[src/rtl/seg_pkg.sv]
// Segment pattern constants and width helpers for the 7-segment scan driver.
// Pure declarations, no latency; no backpressure.
package seg_pkg;

    typedef logic [6:0] seg_width_t;

    // Bit 0 = segment a ... bit 6 = segment g
    localparam seg_width_t SEG_BLANK = 7'h00;
    localparam seg_width_t SEG_DASH  = 7'h40;
    localparam seg_width_t SEG_0     = 7'h3F;
    localparam seg_width_t SEG_1     = 7'h06;
    localparam seg_width_t SEG_2     = 7'h5B;
    localparam seg_width_t SEG_3     = 7'h4F;
    localparam seg_width_t SEG_4     = 7'h66;
    localparam seg_width_t SEG_5     = 7'h6D;
    localparam seg_width_t SEG_6     = 7'h7D;
    localparam seg_width_t SEG_7     = 7'h07;
    localparam seg_width_t SEG_8     = 7'h7F;
    localparam seg_width_t SEG_9     = 7'h6F;

    function automatic int clog2_min1(input int n);
        return (n > 1) ? $clog2(n) : 1;
    endfunction

endpackage

[src/rtl/seg_scan_driver_if.sv]
// Digit-code input and segment/digit-select output bundle of the scan driver.
// Wires only, no latency; no backpressure (data_valid is a fire-and-forget strobe).
interface seg_scan_driver_if #(
  parameter int NUM_DIGITS = 4
);
  logic [4*NUM_DIGITS-1:0] data;
  logic [NUM_DIGITS-1:0]   dp;
  logic                    data_valid;
  logic [NUM_DIGITS-1:0]   blink_mask;
  logic [7:0]              seg;
  logic [NUM_DIGITS-1:0]   digit_sel;
  logic                    frame_start;
  logic                    pending;

  modport master (
    output data, dp, data_valid, blink_mask,
    input  seg, digit_sel, frame_start, pending
  );

  modport slave (
    input  data, dp, data_valid, blink_mask,
    output seg, digit_sel, frame_start, pending
  );
endinterface

[src/rtl/bcd_to_seg.sv]
// 4-bit digit code to a..g pattern: 0-9 digits, 10-14 dash, 15 blank.
// Combinational, zero latency; no backpressure.
module bcd_to_seg
  import seg_pkg::*;
(
  input  logic [3:0] code,
  output seg_width_t pattern
);
  always_comb begin
    case (code)
      4'd0:    pattern = SEG_0;
      4'd1:    pattern = SEG_1;
      4'd2:    pattern = SEG_2;
      4'd3:    pattern = SEG_3;
      4'd4:    pattern = SEG_4;
      4'd5:    pattern = SEG_5;
      4'd6:    pattern = SEG_6;
      4'd7:    pattern = SEG_7;
      4'd8:    pattern = SEG_8;
      4'd9:    pattern = SEG_9;
      4'd15:   pattern = SEG_BLANK;
      default: pattern = SEG_DASH;
    endcase
  end
endmodule

[src/rtl/seg_scan_driver.sv]
// Multiplexed N-digit 7-segment driver, tear-free frame-boundary commit, blink; optional SEG_LZ_BLANK_EN.
// Outputs registered 1 cycle after the scan index; no backpressure (last data_valid strobe wins).
module seg_scan_driver
  import seg_pkg::*;
#(
  parameter int NUM_DIGITS = 4,
  parameter int SCAN_DIV   = 50000,
  parameter int BLINK_DIV  = 64
) (
  input logic             clk,
  input logic             rst,
  seg_scan_driver_if.slave bus
);
  localparam int IDX_W = clog2_min1(NUM_DIGITS);
  localparam int PRE_W = clog2_min1(SCAN_DIV);
  localparam int FRM_W = clog2_min1(BLINK_DIV);
  localparam logic [IDX_W-1:0] LAST_IDX = IDX_W'(NUM_DIGITS - 1);
  localparam logic [PRE_W-1:0] LAST_PRE = PRE_W'(SCAN_DIV - 1);
  localparam logic [FRM_W-1:0] LAST_FRM = FRM_W'(BLINK_DIV - 1);

  logic [PRE_W-1:0]        prescaler;
  logic [IDX_W-1:0]        idx;
  logic [FRM_W-1:0]        frame_cnt;
  logic                    phase_on;
  logic                    last_boundary;
  logic                    pending;
  logic [4*NUM_DIGITS-1:0] shadow_data;
  logic [NUM_DIGITS-1:0]   shadow_dp;
  logic [4*NUM_DIGITS-1:0] disp_data;
  logic [NUM_DIGITS-1:0]   disp_dp;
  logic [7:0]              seg_q;
  logic [NUM_DIGITS-1:0]   digit_sel_q;
  logic                    frame_start_q;

  logic                  tick;
  logic                  boundary;
  logic [3:0]            cur_code;
  seg_width_t            cur_pattern;
  logic [NUM_DIGITS-1:0] lz_blank;
  logic [7:0]            seg_next;

  assign tick     = (prescaler == LAST_PRE);
  assign boundary = tick && (idx == LAST_IDX);
  assign cur_code = disp_data[4*int'(idx) +: 4];

  bcd_to_seg u_bcd_to_seg (
    .code    (cur_code),
    .pattern (cur_pattern)
  );

`ifdef SEG_LZ_BLANK_EN
  logic lz_lead;

  // A digit is blanked only while every more-significant digit is also a plain zero
  always_comb begin
    lz_lead  = 1'b1;
    lz_blank = '0;
    for (int k = NUM_DIGITS - 1; k >= 1; k--) begin
      lz_lead     = lz_lead && (disp_data[4*k +: 4] == 4'd0) && !disp_dp[k];
      lz_blank[k] = lz_lead;
    end
  end
`else
  assign lz_blank = '0;
`endif

  always_comb begin
    seg_next = {cur_pattern, disp_dp[idx]};
    if (lz_blank[idx] || (!phase_on && bus.blink_mask[idx])) begin
      seg_next = 8'h00;
    end
  end

  always_ff @(posedge clk or posedge rst) begin
    if (rst) begin
      prescaler     <= '0;
      idx           <= '0;
      frame_cnt     <= '0;
      phase_on      <= 1'b1;
      last_boundary <= 1'b0;
      pending       <= 1'b0;
      shadow_data   <= '0;
      shadow_dp     <= '0;
      disp_data     <= '0;
      disp_dp       <= '0;
      seg_q         <= 8'h00;
      digit_sel_q   <= '0;
      frame_start_q <= 1'b0;
    end else begin
      prescaler     <= tick ? '0 : prescaler + 1'b1;
      last_boundary <= boundary;
      if (tick) begin
        idx <= (idx == LAST_IDX) ? '0 : idx + 1'b1;
      end

      if (bus.data_valid) begin
        shadow_data <= bus.data;
        shadow_dp   <= bus.dp;
      end
      // A strobe landing on the boundary bypasses the shadow so it is not held a whole frame
      if (boundary && bus.data_valid) begin
        disp_data <= bus.data;
        disp_dp   <= bus.dp;
        pending   <= 1'b0;
      end else if (boundary && pending) begin
        disp_data <= shadow_data;
        disp_dp   <= shadow_dp;
        pending   <= 1'b0;
      end else if (bus.data_valid) begin
        pending <= 1'b1;
      end

      if (boundary) begin
        if (frame_cnt == LAST_FRM) begin
          frame_cnt <= '0;
          phase_on  <= !phase_on;
        end else begin
          frame_cnt <= frame_cnt + 1'b1;
        end
      end

      seg_q         <= seg_next;
      digit_sel_q   <= NUM_DIGITS'(1) << idx;
      frame_start_q <= last_boundary;
    end
  end

  assign bus.seg         = seg_q;
  assign bus.digit_sel   = digit_sel_q;
  assign bus.frame_start = frame_start_q;
  assign bus.pending     = pending;
endmodule

[src/flat_wrapper.sv]
// flat-port wrapper written by rule: the top's interface ports become plain ports
module seg_scan_driver_flat import seg_pkg::*;
#(
  parameter int NUM_DIGITS = 4,
  parameter int SCAN_DIV   = 50000,
  parameter int BLINK_DIV  = 64
)
  (clk, rst, bus_data, bus_dp, bus_data_valid, bus_blink_mask, bus_seg, bus_digit_sel, bus_frame_start, bus_pending);
  seg_scan_driver_if #(.NUM_DIGITS(NUM_DIGITS)) bus_i ();
  input logic clk;
  input logic rst;
  input wire logic [$bits(bus_i.data)-1:0] bus_data;
  input wire logic [$bits(bus_i.dp)-1:0] bus_dp;
  input wire logic [$bits(bus_i.data_valid)-1:0] bus_data_valid;
  input wire logic [$bits(bus_i.blink_mask)-1:0] bus_blink_mask;
  output wire logic [$bits(bus_i.seg)-1:0] bus_seg;
  output wire logic [$bits(bus_i.digit_sel)-1:0] bus_digit_sel;
  output wire logic [$bits(bus_i.frame_start)-1:0] bus_frame_start;
  output wire logic [$bits(bus_i.pending)-1:0] bus_pending;
  assign bus_i.data = bus_data;
  assign bus_i.dp = bus_dp;
  assign bus_i.data_valid = bus_data_valid;
  assign bus_i.blink_mask = bus_blink_mask;
  assign bus_seg = bus_i.seg;
  assign bus_digit_sel = bus_i.digit_sel;
  assign bus_frame_start = bus_i.frame_start;
  assign bus_pending = bus_i.pending;
  seg_scan_driver #(.NUM_DIGITS(NUM_DIGITS), .SCAN_DIV(SCAN_DIV), .BLINK_DIV(BLINK_DIV)) u_core (.clk(clk), .rst(rst), .bus(bus_i));
endmodule
[config.mk]
export PLATFORM = sky130hd
export DESIGN_NAME = seg_scan_driver_flat
export DESIGN_NICKNAME = d
export VERILOG_FILES = /design/src/rtl/seg_pkg.sv /design/src/rtl/seg_scan_driver_if.sv /design/src/rtl/bcd_to_seg.sv /design/src/rtl/seg_scan_driver.sv /design/src/flat_wrapper.sv
export SDC_FILE = /design/constraint.sdc
export NUM_CORES = 1
export LEC_CHECK = 0
export ABC_AREA = 1
export BUFFER_PORTS_ARGS = -buffer_cell sky130_fd_sc_hd__buf_2
export CAP_MARGIN = 20
export CORE_UTILIZATION = 54
export DETAILED_ROUTE_END_ITERATION = 16
export PLACE_DENSITY_LB_ADDON = 0.2
export RECOVER_POWER = 25
export SLEW_MARGIN = 10
export SYNTH_ARGS = -nofsm -noshare
export SYNTH_HDL_FRONTEND = slang
export SYNTH_SLANG_ARGS = --single-unit
export TNS_END_PERCENT = 100
[constraint.sdc]
create_clock -name clk -period 3.2 [get_ports clk]
set_clock_uncertainty 0.05 [all_clocks]
set_input_delay 0.32 -clock clk [delete_from_list [all_inputs] [get_ports clk]]
set_output_delay 0.32 -clock clk [all_outputs]
set_load 0.05 [all_outputs]
==> impl_metrics.py, run 1 <==
metrics = {
    "clock_network": {
        "clock_sinks": 80,
        "h-tree-depth": 3,
        "numCtsBuffers": 9,
        "clkTransAtPathRegs_ns": 0.08,
        "clock_latency_ns": 0.34,
        "cts-root-buf": "clkbuf_8",
        "clockBufferDepth": 2,
        "cts_tree": "done",
        "cts_setup_buffers": 0,
    },
    "detailed_routing": {
        "drtPass1Iterations": 5,
        "vias": 3057,
        "drtAntennaViolNets": 0,
        "routed_wl_mm": 7.36,
        "drt-initial-drc-count": 227,
        "viasPerCell": 5.01,
        "post_drt_wl_per_cell_um": 12.1,
        "drc": 0,
    },
    "worst_setup_path": {
        "critPathCaptureType": "register",
        "r2r-start": "u_core.idx[0]$_DFFE_PP0N_",
        "cp.arrival_ns": 2.24,
        "cp_slowest_stage_delay_ns": 0.64,
        "cp_slowest_cell": "dfrtp_1",
        "required_ns": 3.38,
        "cp_max_fo": 27,
        "startpoint": "u_core.idx[0]$_DFFE_PP0N_",
        "critical_path_class": "reg2reg",
        "cp_cell_sequence": "ha_1, buf_4, nand4_2, nand2_1, nand2_1",
        "cp-endpoint": "u_core.disp_dp[3]$_DFFE_PP0P_",
        "start_kind": "register",
        "r2r-end": "u_core.disp_dp[3]$_DFFE_PP0P_",
        "rr_worst_depth": 5,
        "cpMostUsedCell": "nand2_1",
        "ff2ff_setup_slack_ns": 1.14,
    },
    "synth": {
        "synthTopCellsByArea": "dfrtp_1 51%, nand2_1 18%, nor2_1 4.1%",
        "synth-edff-count": 0,
        "synth.top_cell.area_share_pct": 51.1,
        "yosys_warnings": 0,
        "seq_area_frac_synth_pct": 51.8,
        "ys_types": 35,
        "syn_avg_cell_area_um2": 8.24,
        "synth-main-ff-cell": "dfrtp_1",
        "synth-async-reset-ratio_pct": 100,
        "synth_cells": 469,
        "syn-num-nets": 507,
        "synth_seq_cells": 80,
        "synth_top_area_cell": "dfrtp_1",
        "syn_area_mm2": 0.00386,
    },
    "timing": {
        "finalSetupViolations": 0,
        "worstMarginPinSlew_ns": 1.03,
        "finalCritPeriodShare_pct": 64.3,
        "min_period_ns": 2.06,
        "slew_headroom_pct": 31.2,
        "finalHoldViolCount": 0,
        "rsz0062_at_grt": "no",
        "fmax_ghz": 0.486,
        "finalSetupTns_ns": 0,
        "drv_slew": 0,
    },
    "floorplanning": {
        "start_util_pct": 56.3,
        "rows": 30,
        "die_area_mm2": 0.00750,
        "ios": 41,
        "die_width_um": 86.6,
        "fp.coreArea_mm2": 0.00687,
        "die_y_um": 86.6,
    },
    "placed_design": {
        "port_buffers": 40,
        "place_area_mm2": 0.00413,
        "gp_congestion": 0.882,
        "dp_hpwl_mm": 5.24,
    },
    "layout": {
        "drive_gt1_share_pct": 15.2,
        "antenna_cells": 0,
        "finish.instance_area_mm2": 0.00434,
        "synthToLayoutAreaGrowth_pct": 12.3,
        "nets": 547,
    },
    "hold_path": {
        "hold_class": "in2reg",
    },
    "run": {
        "max-cap-violations": 0,
    },
    "global_routing": {
        "grt_max_degree": 55,
        "gr-total-overflow": 0,
        "grt_pass1_wl_mm": 12.6,
        "track_usage_pct": 21.6,
        "antenna_found_initial": 0,
        "grt_pass1_vias": 2716,
    },
    "pwr": {
        "irDropWorstVdd_mv": 0.288,
        "power_density_mw_per_mm2": 438,
        "p_leak_uw": 0.00232,
    },
    "outcome": {
        "outcome": "finished clean",
    },
}
## layer usage
| metal | share of wire, % | global-route usage [%] | vias up |
|---|---|---|---|
| li1 | - | - | 1563 |
| met5 | 0 | 0 | - |
| met2 | 44 | 31.7 | 82 |
| met1 | 50 | 31.7 | 1399 |
| met3 | 4.4 | 3.81 | 13 |
| met4 | 2.1 | 9.24 | 0 |
## power breakdown
part           internal (uW)  switching [uW]
Sequential              1040            6.83
Combinational           28.8            69.6
Clock                    384             378
## layout make-up
type	count	area, um^2
fill	587	2530
sequential	80	2000
multi-input combinational	335	1620
timing repair buffer	44	244
inverter	39	149
clock buffer	10	138
tap	96	120
clock inverter	6	67.6
## cells by family (layout without fill, tap and decap cells)
| kind of cell | after synthesis | after routing | share of synthesized area, % |
|---|---|---|---|
| AO/OA/AOI/OAI | 19 | 19 | 2.62 |
| XOR/XNOR | 7 | 7 | 1.59 |
| adder cells (fa/ha/maj) | 11 | 11 | 3.56 |
| buffers and inverters | 54 | 99 | 6.25 |
| flip-flops | 80 | 80 | 51.8 |
| AND/OR/NAND/NOR | 298 | 298 | 34.2 |
## cell usage after synthesis (2+ instances only)
master and number:
inv_1 34, ha_1 11, nor3_1 5, inv_2 4
o21ai_1 2, nand3_1 23, buf_2 2, o21ai_0 11
dfrtp_1 79, a21oi_1 3, o21bai_1 2, nor2_1 42
nor2_4 4, nand2_1 186, xnor2_1 2, xor2_1 5
nand4_1 24, clkbuf_1 8, nand2_2 3, buf_6 4
## what timing repair did
action,CTS,global route
hold buffers,1,0
resized for setup,0,0
endpoints found under the hold margin,26,0
## cells in the final DEF, fill, tap and decap left out, types with 2 or more instances in the layout
cell	instances
xnor2_1	2
nor3_1	5
nand3_1	23
clkbuf_8	10
nor2_1	42
buf_2	39
a21oi_1	3
o21ai_1	2
o21ai_0	11
nand2_2	3
nand4_1	24
o21bai_1	2
clkinvlp_4	2
dfrtp_1	79
nand2_1	186
inv_2	4
ha_1	11
nor2_4	4
inv_1	34
xor2_1	5
buf_4	2
## critical path, delay by kind of cell (launching register included)
kind | cells | cell delay [ns]
adder cells (fa/ha/maj) | 1 | 0.22
buffers and inverters | 1 | 0.28
flip-flops | 1 | 0.64
AND/OR/NAND/NOR | 3 | 0.74
## stage by stage
| step | power [uW] | hold WS, ns | setup slack (ns) | utilization [%] | std cells |
|---|---|---|---|---|---|
| final | 1900 | 0.154 | 1.14 | 63.2 | 610 |
| after global routing | 1970 | 0.153 | 0.911 | 63.2 | 610 |
| after CTS | 1920 | 0.147 | 1.13 | 63.2 | 610 |
| after detailed placement | 1160 | 0.288 | 1.14 | 60.1 | 593 |
| after global placement | 1160 | 0.283 | 1.26 | 60.1 | 593 |
| after floorplan | 1120 | 0.281 | 0.780 | - | 469 |
## registers in the layout (all words and copies together), names as in the netlist
| signal | cells |
|---|---|
| u_core.idx | 2 |
| u_core.prescaler | 16 |
| u_core.bus.frame_start | 1 |
| u_core.frame_cnt | 6 |
| u_core.shadow_data | 16 |
| u_core.shadow_dp | 4 |
| u_core.bus.pending | 1 |
| u_core.last_boundary | 1 |
| u_core.disp_data | 16 |
| u_core.phase_on | 1 |
| u_core.bus.digit_sel | 4 |
| u_core.bus.seg | 8 |
| u_core.disp_dp | 4 |
## how the worst min path moves through the flow
stage,end,slack (ns),start,depth (start not counted)
global placement,u_core.bus.frame_start$_DFF_PP0_,0.28,u_core.last_boundary$_DFF_PP0_,0
floorplan,u_core.bus.frame_start$_DFF_PP0_,0.28,u_core.last_boundary$_DFF_PP0_,0
CTS,u_core.shadow_dp[0]$_DFFE_PP0P_,0.15,bus_dp[0],3
global route,u_core.shadow_data[14]$_DFFE_PP0P_,0.15,bus_data[14],3
detailed placement,u_core.bus.frame_start$_DFF_PP0_,0.29,u_core.last_boundary$_DFF_PP0_,0
finish,u_core.shadow_data[9]$_DFFE_PP0P_,0.15,bus_data[9],3
(Power assumes the default switching activity.)
==> inputs of run 2 (changes only) <==
--- a/config.mk
+++ b/config.mk
@@ -8,7 +8,7 @@
 export ABC_AREA = 1
 export BUFFER_PORTS_ARGS = -buffer_cell sky130_fd_sc_hd__buf_2
 export CAP_MARGIN = 20
-export CORE_UTILIZATION = 54
+export CORE_UTILIZATION = 53
 export DETAILED_ROUTE_END_ITERATION = 16
 export PLACE_DENSITY_LB_ADDON = 0.2
 export RECOVER_POWER = 25
==> constraint.sdc (replaced) <==
create_clock -name clk -period 1.8 [get_ports clk]
set_clock_uncertainty 0.05 [all_clocks]
set_input_delay 0.18 -clock clk [delete_from_list [all_inputs] [get_ports clk]]
set_output_delay 0.18 -clock clk [all_outputs]
set_load 0.05 [all_outputs]
==> run 2 against run 1 <==
Hold slack lost 0.14 ns. Design area grew 3.5%. Highest routed layer unchanged. Largest cell class unchanged. Die area grew 1.8%. Cell count grew 2.1%.
==> impl_metrics.py, run 2 (synthesized netlist as in run 1, its figures left out) <==
metrics = {
    "clock_network": {
        "h-tree-depth": 3,
        "cts_tree": "done",
        "clock_sinks": 80,
        "clockBufferDepth": 2,
        "clock_latency_ns": 0.36,
        "cts-root-buf": "clkbuf_8",
        "clkTransAtPathRegs_ns": 0.08,
        "numCtsBuffers": 9,
    },
    "floorplanning": {
        "die_y_um": 87.4,
        "rows": 30,
        "ios": 41,
        "fp.coreArea_mm2": 0.00691,
        "die_area_mm2": 0.00764,
        "start_util_pct": 56.0,
        "die_width_um": 87.4,
    },
    "layout": {
        "drive_gt1_share_pct": 17.6,
        "layout_common_cells": "184 x nand2_1, 77 x dfrtp_1, 42 x nor2_1",
        "final_common_cell": "nand2_1",
        "synthToLayoutAreaGrowth_pct": 16.3,
        "nets": 560,
        "antenna_cells": 0,
        "reg_top3": "u_core.disp_data x16, u_core.prescaler x16, u_core.shadow_data x16",
        "final_cells": 623,
    },
    "worst_setup_path": {
        "r2r-end": "u_core.bus.seg[4]$_DFF_PP0_",
        "required_ns": 2.03,
        "r2r-start": "u_core.idx[0]$_DFFE_PP0N_",
        "ff2ff_setup_slack_ns": 0.10,
        "cp.arrival_ns": 1.92,
        "start_kind": "register",
        "critPathCaptureType": "register",
        "rr_worst_depth": 11,
        "critical_path_class": "reg2reg",
        "cp_max_fo": 11,
    },
    "timing": {
        "finalSetupViolations": 0,
        "drv_slew": 0,
        "worstMarginPinSlew_ns": 1.07,
        "finalSetupTns_ns": 0,
        "finalCritPeriodShare_pct": 94.2,
        "slew_headroom_pct": 28.6,
        "min_period_ns": 1.70,
        "fmax_ghz": 0.590,
        "finalHoldViolCount": 0,
    },
    "global_routing": {
        "track_usage_pct": 23.3,
        "gr-total-overflow": 0,
        "antenna_found_initial": 0,
        "grt_pass1_wl_mm": 13.5,
        "grt_max_degree": 41,
        "grt_pass1_vias": 3014,
    },
    "hold_path": {
        "whs_path_depth": 3,
        "hold_end": "u_core.shadow_data[8]$_DFFE_PP0P_",
        "min_from": "bus_data[8]",
        "hold_class": "in2reg",
    },
    "detailed_routing": {
        "vias": 3108,
        "drtAntennaViolNets": 0,
        "viasPerCell": 4.99,
        "drt-initial-drc-count": 167,
        "drtPass1Iterations": 5,
        "routed_wl_mm": 7.70,
        "drc": 0,
        "post_drt_wl_per_cell_um": 12.4,
    },
    "pwr": {
        "irDropWorstVdd_mv": 0.533,
        "power_density_mw_per_mm2": 758,
        "p_leak_uw": 0.00240,
    },
    "placed_design": {
        "gp_congestion": 0.905,
        "dp_hpwl_mm": 5.42,
        "dp_cells": 602,
        "port_buffers": 40,
    },
    "outcome": {
        "outcome": "finished clean",
    },
    "run": {
        "max-cap-violations": 0,
    },
}
[run 2: cell count changes in the layout (fill, tap and decap cells not counted), moves of 2 or more]
cell	change
dfrtp_2	+2
inv_2	-2
buf_4	+7
nand2_1	-2
inv_4	+2
buf_12	+2
nand2_2	+2
dfrtp_1	-2
dlygate4sd3_1	+4
[run 2: report_power, final]
group	total, uW	switching, uW	internal, uW	leakage, uW
Combinational	194	130	64.4	0.00126
Sequential	1850	12.7	1840	0.00104
Clock	1360	675	683	0.0000989
Total	3410	818	2590	0.00240
[run 2: worst max-delay path by stage]
stage                              start                           to  slack [ns]  depth (start not counted)
6_report       u_core.idx[0]$_DFFE_PP0N_  u_core.bus.seg[4]$_DFF_PP0_        0.10                         11
5_1_grt        u_core.idx[0]$_DFFE_PP0N_  u_core.bus.seg[4]$_DFF_PP0_       -0.02                         11
4_1_cts        u_core.idx[0]$_DFFE_PP0N_  u_core.bus.seg[4]$_DFF_PP0_        0.04                          9
3_5_place_dp   u_core.idx[1]$_DFFE_PP0N_  u_core.bus.seg[4]$_DFF_PP0_        0.04                          8
3_3_place_gp   u_core.idx[1]$_DFFE_PP0N_  u_core.bus.seg[4]$_DFF_PP0_        0.12                          8
2_1_floorplan  u_core.idx[0]$_DFFE_PP0N_  u_core.bus.seg[4]$_DFF_PP0_        0.23                         10
[run 2: timing repair]
action	4_1_cts	5_1_grt
endpoints found under the hold margin	25	0
hold buffers	5	0
endpoints found under the setup margin	1	5
pin swaps	0	1
gates resized for setup	1	6
setup buffers	0	0
[run 2: cell type report]
cell class / count / area (um^2)
repair buffers: 57 / 378
flip-flops and latches: 80 / 2010
multi-input cells: 335 / 1630
well taps: 96 / 120
clock buffers: 10 / 138
inverters: 39 / 155
clock inverters: 6 / 67.6
fillers: 597 / 2410
[run 2: per-stage QoR]
step	setup WS [ns]	utilization (%)	cell area, um^2	power (uW)	hold WS, ns
final	0.104	65.1	4500	3410	0.0139
after global routing	-0.0199	65.1	4500	3560	0.00430
after CTS	0.0396	64.9	4480	3440	0.00127
after detailed placement	0.0359	61.2	4220	2080	0.208
after global placement	0.122	61.2	4220	2070	0.199
after floorplan	0.227	-	3870	2000	0.262
[run 2: layer usage]
metal	routed length, um	GRT usage (%)
met2	3370	35.0
met4	146	9.24
met3	380	4.93
met1	3790	32.9
met5	0	0
[run 2: worst max-delay path, stage by stage (launching register included)]
cell	delay [ns]
dfrtp_2	0.46
buf_4	0.19
nand2_1	0.06
nand3_1	0.12
nand2_2	0.14
inv_1	0.08
ha_1	0.19
inv_1	0.04
nand2_1	0.04
nand2_1	0.08
nor2_1	0.05
nor2_1	0.12
==> inputs of run 3 (changes only) <==
--- a/config.mk
+++ b/config.mk
@@ -8,6 +8,7 @@
 export ABC_AREA = 1
 export BUFFER_PORTS_ARGS = -buffer_cell sky130_fd_sc_hd__buf_2
 export CAP_MARGIN = 20
+export CORE_MARGIN = 3
 export CORE_UTILIZATION = 53
 export DETAILED_ROUTE_END_ITERATION = 16
 export PLACE_DENSITY_LB_ADDON = 0.2
==> run 3 against run 2 <==
Via count up 0.77%. Core utilization down 0.15 points. Sequential power about the same. Register-to-register slack better by 0.05 ns. Maximum frequency up 2.8%. Die area up 9.4%. Critical path type unchanged. Highest routed layer unchanged.
==> impl_metrics.py, run 3 (synthesized netlist as in run 1, its figures left out) <==
metrics = {
    "outcome": {
        "outcome": "finished clean",
    },
    "timing": {
        "drv_slew": 0,
        "slew_headroom_pct": 72.7,
        "worstMarginPinSlew_ns": 0.407,
        "fin_hold_ws_ns": 0.0203,
        "finalSetupViolations": 0,
        "fmax_ghz": 0.606,
        "rsz0062_at_grt": "no",
        "min_period_ns": 1.65,
        "finalSetupTns_ns": 0,
        "finalCritPeriodShare_pct": 91.7,
        "finalHoldViolCount": 0,
    },
    "clock_network": {
        "clkTransAtPathRegs_ns": 0.08,
        "clockBufferDepth": 2,
        "h-tree-depth": 3,
        "cts-root-buf": "clkbuf_8",
        "clock_sinks": 80,
        "numCtsBuffers": 9,
        "clock_latency_ns": 0.35,
        "cts_tree": "done",
    },
    "worst_setup_path": {
        "start_kind": "register",
        "cp.arrival_ns": 1.84,
        "critical_path_class": "reg2reg",
        "startpoint": "u_core.prescaler[0]$_DFF_PP0_",
        "r2r-start": "u_core.prescaler[0]$_DFF_PP0_",
        "required_ns": 1.99,
        "critPathCaptureType": "register",
        "cp_max_fo": 20,
    },
    "pwr": {
        "switching_power_uw": 793,
        "pwr-share-seq_pct": 52.2,
        "power_density_mw_per_mm2": 788,
        "internal-power_uw": 2760,
        "irDropWorstVdd_mv": 0.520,
        "power.share.switching_pct": 22.3,
        "power_frac_comb_pct": 5.3,
        "p_leak_uw": 0.00240,
        "power.share.clock_pct": 42.6,
    },
    "detailed_routing": {
        "drtAntennaViolNets": 0,
        "routed_wl_mm": 7.94,
        "drc": 0,
        "vias": 3132,
        "post_drt_wl_per_cell_um": 12.7,
        "m1WireLength_mm": 3.90,
        "viasPerCell": 5.01,
        "drtPass1Iterations": 4,
        "drt-initial-drc-count": 159,
        "route.top_layer_used": "met4",
        "route.met3.wl_um": 384,
        "dr_wl_met2_mm": 3.53,
    },
    "placed_design": {
        "gp_congestion": 0.871,
        "dp_cells": 604,
        "place_area_mm2": 0.00423,
        "dp_hpwl_mm": 5.68,
        "port_buffers": 40,
    },
    "floorplanning": {
        "rows": 30,
        "start_util_pct": 55.7,
        "die_y_um": 91.4,
        "die_area_mm2": 0.00835,
        "die_width_um": 91.4,
        "fp.coreArea_mm2": 0.00694,
        "ios": 41,
    },
    "layout": {
        "antenna_cells": 0,
        "final_cells": 625,
        "synthToLayoutAreaGrowth_pct": 16.7,
        "final_util_pct": 64.9,
        "nets": 562,
        "reg_top3": "u_core.disp_data x16, u_core.prescaler x16, u_core.shadow_data x16",
        "layout_common_cells": "186 x nand2_1, 78 x dfrtp_1, 42 x nor2_1",
        "finish.instance_area_mm2": 0.00451,
        "final_common_cell": "nand2_1",
        "drive_gt1_share_pct": 17.8,
    },
    "global_routing": {
        "track_usage_pct": 20.6,
        "antenna_found_initial": 0,
        "grt_pass1_vias": 2998,
        "grt_pass1_wl_mm": 14.0,
        "gr-total-overflow": 0,
        "grt_max_degree": 38,
    },
    "run": {
        "max-cap-violations": 0,
    },
    "hold_path": {
        "hold_class": "in2reg",
        "min_from": "bus_data[0]",
    },
}
## run 3: cell types whose count changed in the layout (fill, tap and decap cells not counted), moves of 2 or more
cell	before	now
dlygate4sd3_1	5	3
buf_4	9	14
nand2_1	184	186
nand2_2	5	3
## run 3: through the flow
step | worst slack, ns | total power (uW)
2_1_floorplan | 0.227 | 2000
3_3_place_gp | 0.182 | 2070
3_5_place_dp | 0.103 | 2080
4_1_cts | 0.0811 | 3600
5_1_grt | 0.00725 | 3710
6_report | 0.150 | 3550
## run 3: timing repair
action,in CTS,in global routing
setup buffers,0,2
gates resized for setup,0,4
hold endpoints to repair,81,0
hold buffers,3,0
setup endpoints to repair,0,8
## run 3: final timing paths
kind,endpoint,slack [ns],cells past startpoint
hold reg to reg,u_core.bus.frame_start$_DFF_PP0_,0.32,0
max in group asynchronous,u_core.frame_cnt[4]$_DFFE_PP0P_,0.84,4
hold / removal,u_core.shadow_data[0]$_DFFE_PP0P_,0.02,3
setup reg to reg,u_core.disp_data[7]$_DFFE_PP0P_,0.15,9
setup / recovery,u_core.disp_data[7]$_DFFE_PP0P_,0.15,9
min in group asynchronous,u_core.shadow_data[2]$_DFFE_PP0P_,0.29,3
## run 3: critical path: stages (launching register included)
cell	delay, ns
dfrtp_1	0.38
ha_2	0.21
nand2_2	0.10
nor2_8	0.17
inv_4	0.05
nor2_4	0.15
nand4_2	0.10
buf_4	0.21
nand2_1	0.08
nand2_1	0.05
## run 3: power by group through the flow
| stage | combinational (uW) | clock, uW | sequential, uW |
|---|---|---|---|
| 2_1_floorplan | 86.4 | 0 | 1910 |
| 5_1_grt | 218 | 1630 | 1860 |
| 3_3_place_gp | 181 | 0 | 1890 |
| 4_1_cts | 192 | 1550 | 1850 |
| 3_5_place_dp | 186 | 0 | 1890 |
| 6_report | 188 | 1510 | 1850 |
## run 3: per-layer routing
layer  GRT usage (%)  up-vias
li1                -     1595
met2            30.7       86
met4            8.79        0
met3            3.65       13
met5               0        -
met1            29.7     1438
## run 3: cell type report
cell class	instances	area [um^2]
clock inverter	4	76.3
fill	607	2430
clock buffer	12	155
tap	96	120
multi-input combinational	335	1620
inverter	39	155
timing repair buffer	59	375
sequential	80	2000
